[config.mk]
export PLATFORM = sky130hd
export DESIGN_NAME = motor_euler_integrator
export DESIGN_NICKNAME = d
export VERILOG_FILES = /design/src/rtl/motor_model_pkg.sv /design/src/rtl/sat_accum_s64.sv /design/src/rtl/motor_euler_integrator.sv
export SDC_FILE = /design/constraint.sdc
export NUM_CORES = 2
export LEC_CHECK = 0
export CORE_AREA = 4 4 314 316
export CTS_BUF_LIST = sky130_fd_sc_hd__clkbuf_4 sky130_fd_sc_hd__clkbuf_8 sky130_fd_sc_hd__clkbuf_16
export CTS_CLUSTER_DIAMETER = 80
export DETAILED_ROUTE_END_ITERATION = 10
export DIE_AREA = 0 0 318 320
export MAX_ROUTING_LAYER = met4
export PLACE_DENSITY = 0.73
export SYNTH_ARGS = -nofsm -noshare
export SYNTH_HDL_FRONTEND = slang
export SYNTH_SLANG_ARGS = --single-unit
[constraint.sdc]
create_clock -name clk -period 7.5 [get_ports clk]
set_clock_uncertainty 0.1 [all_clocks]
set_input_delay 1.125 -clock clk [delete_from_list [all_inputs] [get_ports clk]]
set_output_delay 1.125 -clock clk [all_outputs]
set_load 0.01 [all_outputs]
[src/rtl/motor_model_pkg.sv]
// Shared types and constants for the motor plant model: state/derivative
// number formats, the integrator FSM encoding and saturation limits.
package motor_model_pkg;

    typedef logic signed [63:0]  state_t;
    typedef logic signed [127:0] deriv_t;

    typedef enum logic [1:0] {
        ST_IDLE   = 2'd0,
        ST_EVAL   = 2'd1,
        ST_UPDATE = 2'd2,
        ST_DONE   = 2'd3
    } integ_state_e;

    localparam state_t S64_MAX = 64'sh7FFF_FFFF_FFFF_FFFF;
    localparam state_t S64_MIN = 64'sh8000_0000_0000_0000;

    // 2^-20 s step, roughly 0.954 us
    localparam int DT_SHIFT_DEF = 20;

    // True when a 129-bit sum does not fit in a signed 64-bit value,
    // i.e. bits [128:63] are not all copies of the sign.
    function automatic logic s64_overflow(input logic [128:0] sum);
        logic [65:0] hi;
        hi = sum[128:63];
        return !((hi == {66{1'b0}}) || (hi == {66{1'b1}}));
    endfunction

endpackage

[src/rtl/sat_accum_s64.sv]
// Combinational saturating accumulator: y = clamp_s64(x + inc), where inc
// is an already-scaled signed 128-bit increment. A 129-bit sum keeps the
// addition itself free of wrap-around for any operand values.
module sat_accum_s64
    import motor_model_pkg::*;
(
    input  logic [63:0]  x,
    input  logic [127:0] inc,
    output logic [63:0]  y,
    output logic         ovf
);

    logic [128:0] sum_s;

    // Sign-extended add, overflow detection and clamping toward the sign of the sum
    always_comb begin
        sum_s = {{65{x[63]}}, x} + {inc[127], inc};
        ovf   = s64_overflow(sum_s);
        if (ovf) begin
            if (sum_s[128]) begin
                y = S64_MIN;
            end else begin
                y = S64_MAX;
            end
        end else begin
            y = sum_s[63:0];
        end
    end

endmodule

[src/rtl/motor_euler_integrator.sv]
// Forward-Euler stepping engine for the motor plant model. Holds i/w state,
// captures the external derivative stage output in EVAL and applies
// x += dx * 2^-DT_SHIFT with saturation in UPDATE, for n_steps steps.
module motor_euler_integrator
    import motor_model_pkg::*;
#(
    parameter int DT_SHIFT = DT_SHIFT_DEF,
    parameter int CNT_W    = 32
) (
    input  logic             clk,
    input  logic             rst_n,
    input  logic             start,
    input  logic             init_load,
    input  logic [CNT_W-1:0] n_steps,
    input  logic [63:0]      i_init,
    input  logic [63:0]      w_init,
    input  logic [63:0]      v_in,
    input  logic [63:0]      load_in,
    output logic [63:0]      v_out,
    output logic [63:0]      load_out,
    output logic [63:0]      i_est,
    output logic [63:0]      w_est,
    input  logic [127:0]     di_dt,
    input  logic [127:0]     dw_dt,
    output logic             busy,
    output logic             done,
    output logic             sat
);

    localparam logic [CNT_W-1:0] CNT_ZERO = {CNT_W{1'b0}};
    localparam logic [CNT_W-1:0] CNT_ONE  = {{(CNT_W-1){1'b0}}, 1'b1};

    integ_state_e     state_r;
    integ_state_e     nxt_s;
    logic [CNT_W-1:0] cnt_r;
    state_t           i_r;
    state_t           w_r;
    logic [63:0]      v_r;
    logic [63:0]      load_r;
    deriv_t           di_q_r;
    deriv_t           dw_q_r;
    logic             sat_r;
    logic             busy_r;
    logic             done_r;

    deriv_t           inc_i_s;
    deriv_t           inc_w_s;
    logic [63:0]      i_next_s;
    logic [63:0]      w_next_s;
    logic             i_ovf_s;
    logic             w_ovf_s;

    // Scale captured derivatives by the step size (arithmetic shift floors toward -inf)
    always_comb begin
        inc_i_s = di_q_r >>> DT_SHIFT;
        inc_w_s = dw_q_r >>> DT_SHIFT;
    end

    sat_accum_s64 u_acc_i (
        .x   (i_r),
        .inc (inc_i_s),
        .y   (i_next_s),
        .ovf (i_ovf_s)
    );

    sat_accum_s64 u_acc_w (
        .x   (w_r),
        .inc (inc_w_s),
        .y   (w_next_s),
        .ovf (w_ovf_s)
    );

    // Next-state decode; start is only honoured in IDLE
    always_comb begin
        nxt_s = state_r;
        case (state_r)
            ST_IDLE: begin
                if (start) begin
                    if (n_steps == CNT_ZERO) begin
                        nxt_s = ST_DONE;
                    end else begin
                        nxt_s = ST_EVAL;
                    end
                end else begin
                    nxt_s = ST_IDLE;
                end
            end
            ST_EVAL: begin
                nxt_s = ST_UPDATE;
            end
            ST_UPDATE: begin
                if (cnt_r == CNT_ONE) begin
                    nxt_s = ST_DONE;
                end else begin
                    nxt_s = ST_EVAL;
                end
            end
            ST_DONE: begin
                nxt_s = ST_IDLE;
            end
            default: begin
                nxt_s = ST_IDLE;
            end
        endcase
    end

    // State register plus registered busy/done decoded from the next state
    always_ff @(posedge clk or negedge rst_n) begin
        if (!rst_n) begin
            state_r <= ST_IDLE;
            busy_r  <= 1'b0;
            done_r  <= 1'b0;
        end else begin
            state_r <= nxt_s;
            busy_r  <= (nxt_s == ST_EVAL) || (nxt_s == ST_UPDATE);
            done_r  <= (nxt_s == ST_DONE);
        end
    end

    // Datapath: input latching at start, derivative capture, state update
    always_ff @(posedge clk or negedge rst_n) begin
        if (!rst_n) begin
            cnt_r  <= CNT_ZERO;
            i_r    <= 64'sd0;
            w_r    <= 64'sd0;
            v_r    <= 64'd0;
            load_r <= 64'd0;
            di_q_r <= 128'sd0;
            dw_q_r <= 128'sd0;
            sat_r  <= 1'b0;
        end else begin
            case (state_r)
                ST_IDLE: begin
                    if (start) begin
                        v_r    <= v_in;
                        load_r <= load_in;
                        cnt_r  <= n_steps;
                        sat_r  <= 1'b0;
                        if (init_load) begin
                            i_r <= i_init;
                            w_r <= w_init;
                        end
                    end
                end
                ST_EVAL: begin
                    di_q_r <= di_dt;
                    dw_q_r <= dw_dt;
                end
                ST_UPDATE: begin
                    i_r   <= i_next_s;
                    w_r   <= w_next_s;
                    cnt_r <= cnt_r - CNT_ONE;
                    if (i_ovf_s || w_ovf_s) begin
                        sat_r <= 1'b1;
                    end
                end
                ST_DONE: begin
                    cnt_r <= cnt_r;
                end
                default: begin
                    cnt_r <= CNT_ZERO;
                end
            endcase
        end
    end

    assign v_out    = v_r;
    assign load_out = load_r;
    assign i_est    = i_r;
    assign w_est    = w_r;
    assign busy     = busy_r;
    assign done     = done_r;
    assign sat      = sat_r;

endmodule

# == Yosys cells after proc, flatten, opt, wreduce, memory -nomap -nowiden ==
# Index checks and enable logic that the tools add are counted.
# Widths: inputs -> output; s select.
# word_totals
inputBits,548
elab_cells,60
out_inout_bits,259
regBits,549
# classes
muxes,19
add_sub_neg,3
n_eq_ne,12
reduce_logical,15
# ops
operator,n
$mux 64,8
$pmux 64 s2,2
$add 64x108->109,2
$eq 66x66->1 const B,2
$logic_not 66->1,2
$pmux 32 s2,1
$eq 32x1->1 const B,1
$logic_not 32->1,1
$mux 32,1
$sub 32x1->32 const B,1
$eq 2x2->1 const B,4
$pmux 2 s4,1
$mux 2,3
$ne 2x2->1 const B,3
$reduce_and 3->1,2
$eq 2x1->1 const B,2
$logic_or 1x1->1,4
$reduce_and 2->1,2
$logic_not 1->1,2
$logic_not 2->1,1
$mux 1,2
$pmux 1 s2,1
$reduce_bool 2->1,1

# == Longest topological paths before layout ==
# depth
depth_word,7
depth_mapped,19
mapped_depth_nobuf,16

# == Hierarchy ==
# From an unflattened synthesis, not the netlist that was laid out.
# hier_totals
cells_unflattened,5780
hier_area_um2,45411.1
# by_module_without_submodules
mod,instances,seq_area_each_um2,cells_each,area_per_inst_um2
motor_euler_integrator,1,12737.2,1844,20948.8
sat_accum_s64 at u_acc_i,1,0.0,2025,12482.0
sat_accum_s64 at u_acc_w,1,0.0,1911,11980.2

# == Worst setup path after synthesis ==
# Ideal clock, no wire load.
# synth_path
kind,flip-flop to flip-flop
from,"register w_r[63], in the netlist w_est[63]"
to,"register w_r[1], in the netlist w_est[1]"
period_less_slack_ns,5.375
path_stages_with_launch,19
required_time_ns,7.280
t_arrival_ns,5.154
setup_slack_ns,2.125
setup_ns,0.120
n_path_buf,3
cell_sequence,dfrtp_1 > ha_1 > clkbuf_1 > a21oi_1 > o21ai_0 > a21oi_1 > o31ai_1 > a211o_1 > or3_1 > a22oi_1 > o2111ai_1 > or4_1 > or4_1 > nor3_2 > a21oi_2 > nand2b_1 > buf_2 > buf_6 > o211a_1
# synth_via
elab_chain_len,5
elab_cells_between_ends,7
cone_classes,add/sub (1); eq/ne (1); mux (3); reduce/logical (2)
# synth_rtl
element,line,source
"start, declared",motor_euler_integrator.sv:37,state_t w_r;
"start signal, assigned",motor_euler_integrator.sv:141,w_r <= w_init;
"start signal, assigned",motor_euler_integrator.sv:151,w_r <= w_next_s;
$add 64x108->109 (*),sat_accum_s64.sv:17,"sum_s = {{65{x[63]}}, x} + {inc[127], inc};"
$eq 66x66->1 / $logic_not 66->1 (equally long branches),motor_model_pkg.sv:26,return !((hi == {66{1'b0}}) || (hi == {66{1'b1}}));
$logic_or 1x1->1,motor_model_pkg.sv:26,
$mux 64 (*),sat_accum_s64.sv:19,if (ovf) begin
$pmux 64 s2 (*),motor_euler_integrator.sv:132,case (state_r)
# Mark *: on every way between the ends. The rest lies on a longest branch, timed or not.
# A chain may end at the register's enable or synchronous reset.

# == Worst setup path in the final report ==
# layout_path
from,"register i_r[63], in the netlist i_est[63]"
to,"register i_r[6], in the netlist i_est[6]"
# layout_via
elab_chain_len,5
elab_cells_between_ends,7
cone_classes,add/sub (1); eq/ne (1); mux (3); reduce/logical (2)
# layout_rtl
element,line,source
"start, declared",motor_euler_integrator.sv:36,state_t i_r;
"start signal, assigned",motor_euler_integrator.sv:140,i_r <= i_init;
"start signal, assigned",motor_euler_integrator.sv:150,i_r <= i_next_s;
$add 64x108->109 (*),sat_accum_s64.sv:17,
$eq 66x66->1 / $logic_not 66->1 (equally long branches),motor_model_pkg.sv:26,
$logic_or 1x1->1,motor_model_pkg.sv:26,
$mux 64 (*),sat_accum_s64.sv:19,
$pmux 64 s2 (*),motor_euler_integrator.sv:132,
# Marked as above.

==> impl_metrics.py <==
metrics = {
    "clock_tree": {
        "cts_tree": "yes",
        "clk_latency_ns": 0.69,
        "cts.sinks": 509,
        "htree_levels": 2,
        "cts_resized": 0,
        "cts_setup_buffers": 0,
        "max-clock-path-buffers": 3,
        "postCtsHoldBufs": 0,
        "clkSlewWorstSetupHoldPaths_ns": 0.06,
        "cts_buffers": 61,
        "cts_root_buf": "clkbuf_16",
    },
    "timing": {
        "worst_pin_slew_ns": 1.28,
        "max_freq_ghz": 0.156,
        "finalCriticalPeriod_ns": 6.42,
        "setup_ws_ns": 1.08,
        "slew_violations": 0,
        "finalSetupViolCount": 0,
        "period_share_pct": 85.6,
        "rsz0062_at_grt": "false",
        "hold_viol": 0,
        "slew_headroom_pct": 14.8,
        "fin_tns_setup_ns": 0,
        "whs_ns": 0.340,
    },
    "routing": {
        "viasPerCell": 6.14,
        "routed_wl_mm": 181,
        "wl_per_cell_um": 27.2,
        "vias": 40800,
        "drt_iter0_markers": 4081,
        "firstDrtPassIters": 6,
        "drc": 0,
        "drtAntennaViolNets": 0,
    },
    "worst_setup_path": {
        "crit_arrival_ns": 6.90,
        "cp.required_ns": 7.98,
        "startpoint_type": "register",
        "r2r_end": "i_est[6]$_DFFE_PN0P_",
        "r2r_setup_slack_ns": 1.08,
        "end_kind": "register",
        "r2r_start": "i_est[63]$_DFFE_PN0P_",
        "worst_r2r_path_depth": 18,
        "crit_path_max_fanout": 63,
        "path_class": "register to register",
    },
    "grt": {
        "gr-usage-met3_pct": 6.39,
        "globalRoute.totalOverflow": 0,
        "grt_use_met2_pct": 57.4,
        "grt_pass1_vias": 40000,
        "busiest_layer": "met2",
        "antenna_found_initial": 17,
        "track_usage_pct": 35.0,
        "grt_max_degree": 151,
        "met1_usage_pct": 41.1,
        "grt_pass1_wl_mm": 262,
    },
    "synthesis": {
        "synth_fp_nets": 5454,
        "synthFlopType": "dfrtp_1",
        "netlist_area_um2": 38200,
        "syn-instance-count": 4685,
        "ys_ff_latch": 509,
        "postSynthAreaPerCell_um2": 8.15,
        "async_flop_share_pct": 100,
        "synth_cell_type_count": 98,
        "yosysWarnings": 0,
        "ys_seq_area_share_pct": 33.4,
        "synth_edf_count": 0,
    },
    "placed_design": {
        "post-dp-hpwl_mm": 148,
        "place.gp.congestion": 1.09,
        "dp_slack_ns": 1.30,
        "placedCellCount": 6507,
        "postPlaceCellArea_um2": 46800,
        "io_buffers": 766,
    },
    "cells_and_area": {
        "fin_area_um2": 49100,
        "fillers": 9100,
        "layout.nets": 6063,
        "final_cell_mix": "nand2_1 (885), clkdlybuf4s50_1 (765), dfrtp_1 (507), a21oi_1 (396), o21ai_0 (360)",
        "final_common_cell": "nand2_1",
        "syn_to_final_growth_pct": 28.6,
        "fin_util_pct": 51.1,
        "drive_above_1_share_pct": 8.57,
        "fin_cells": 6636,
    },
    "floorplanning": {
        "die_area_um2": 102000,
        "num_rows": 114,
        "die_h_um": 320,
        "die_w_um": 318,
        "core_um2": 96000,
        "initial_core_util_pct": 39.8,
        "boundaryPins": 807,
    },
    "power": {
        "powerDensity_nw_per_um2": 419,
        "vdd_drop_max_uv": 303,
        "p_leak_nw": 19.7,
        "fin_total_pwr_mw": 20.6,
    },
    "status": {
        "status": "finished clean",
    },
    "job": {
        "cap_violations": 0,
    },
    "min_path": {
        "hp-class": "primary input to async pin",
    },
}
==> routing by layer <==
layer | up-vias | wire, um
met3 | 394 | 14300
li1 | 18500 | -
met2 | 1949 | 84900
met1 | 19900 | 69500
met5 | - | 0
met4 | 0 | 11900
==> worst max path at each step <==
stage,start,to,slack [ns]
2_1_floorplan,w_est[63]$_DFFE_PN0P_,w_est[1]$_DFFE_PN0P_,2.13
3_3_place_gp,i_est[63]$_DFFE_PN0P_,i_est[9]$_DFFE_PN0P_,1.30
3_5_place_dp,dw_q_r[46]$_DFFE_PN0N_,w_est[37]$_DFFE_PN0P_,1.30
4_1_cts,dw_q_r[46]$_DFFE_PN0N_,w_est[50]$_DFFE_PN0P_,1.26
5_1_grt,w_est[63]$_DFFE_PN0P_,w_est[62]$_DFFE_PN0P_,0.78
6_report,i_est[63]$_DFFE_PN0P_,i_est[6]$_DFFE_PN0P_,1.08
==> flip-flops by register name, indices dropped and copies added (netlist names), 2 cells and up <==
register,cells
di_q_r,108
dw_q_r,108
i_est,64
load_out,64
v_out,64
w_est,64
cnt_r,32
state_r,2
==> worst max-delay path, stage by stage (launching register included) <==
cell and delay, ns:
dfrtp_2 0.44, buf_4 0.26, ha_1 0.47, nand4_1 0.22
or3_1 0.41, nor3_1 0.42, nand4_1 0.47, a2111oi_1 0.61
buf_4 0.25, o31a_1 0.15, o221ai_1 0.11, a2111oi_0 0.56
nand4_1 0.18, nor4_1 0.30, and4b_1 0.22, nand4_1 0.23
and3b_2 0.34, buf_12 0.17, a221oi_1 0.29
==> cell usage after synthesis, drive strengths merged (31+ instances only) <==
library cell	count	area share, %
xnor2	85	2.0
nand3	106	1.4
buf	86	1.2
nor4	59	1.0
a211oi	37	0.77
nand4	157	2.6
nand2	886	8.7
nor3	99	1.3
inv	65	0.64
xor2	74	1.7
o21a	43	0.85
mux2	219	6.5
a221oi	74	1.7
or3	31	0.51
a21o	60	1.2
o22ai	36	0.59
nor2	314	3.1
ha	219	7.2
o211ai	65	1.3
dfrtp	509	33
clkbuf	187	1.8
o21ai	386	5.1
a21oi	404	5.4
a22oi	60	1.2
==> report_power, final <==
part	internal, mW	switching (mW)
Combinational	4.86	7.98
Sequential	3.54	0.834
Clock	2.03	1.32
==> layout make-up <==
class / count / area (um2) / area share, %
diodes: 16 / 40.0 / 0.0816
clock buffers: 77 / 1710 / 3.48
clock inverters: 36 / 559 / 1.14
inverters: 66 / 248 / 0.505
multi-input cells: 3837 / 24100 / 49.0
flip-flops and latches: 509 / 12700 / 26.0
well taps: 1276 / 1600 / 3.25
repair buffers: 819 / 8120 / 16.5
==> kinds of logic after synthesis <==
kind of cell | share of synthesized area [%]
xor gates and xnor gates | 3.65
adders and majority gates | 7.29
muxes | 6.70
AOI/OAI and AO/OA | 23.6
buffers and inverters | 3.72
and+or+nand+nor | 21.7
DFF | 33.4
(Power assumes the default switching activity.)
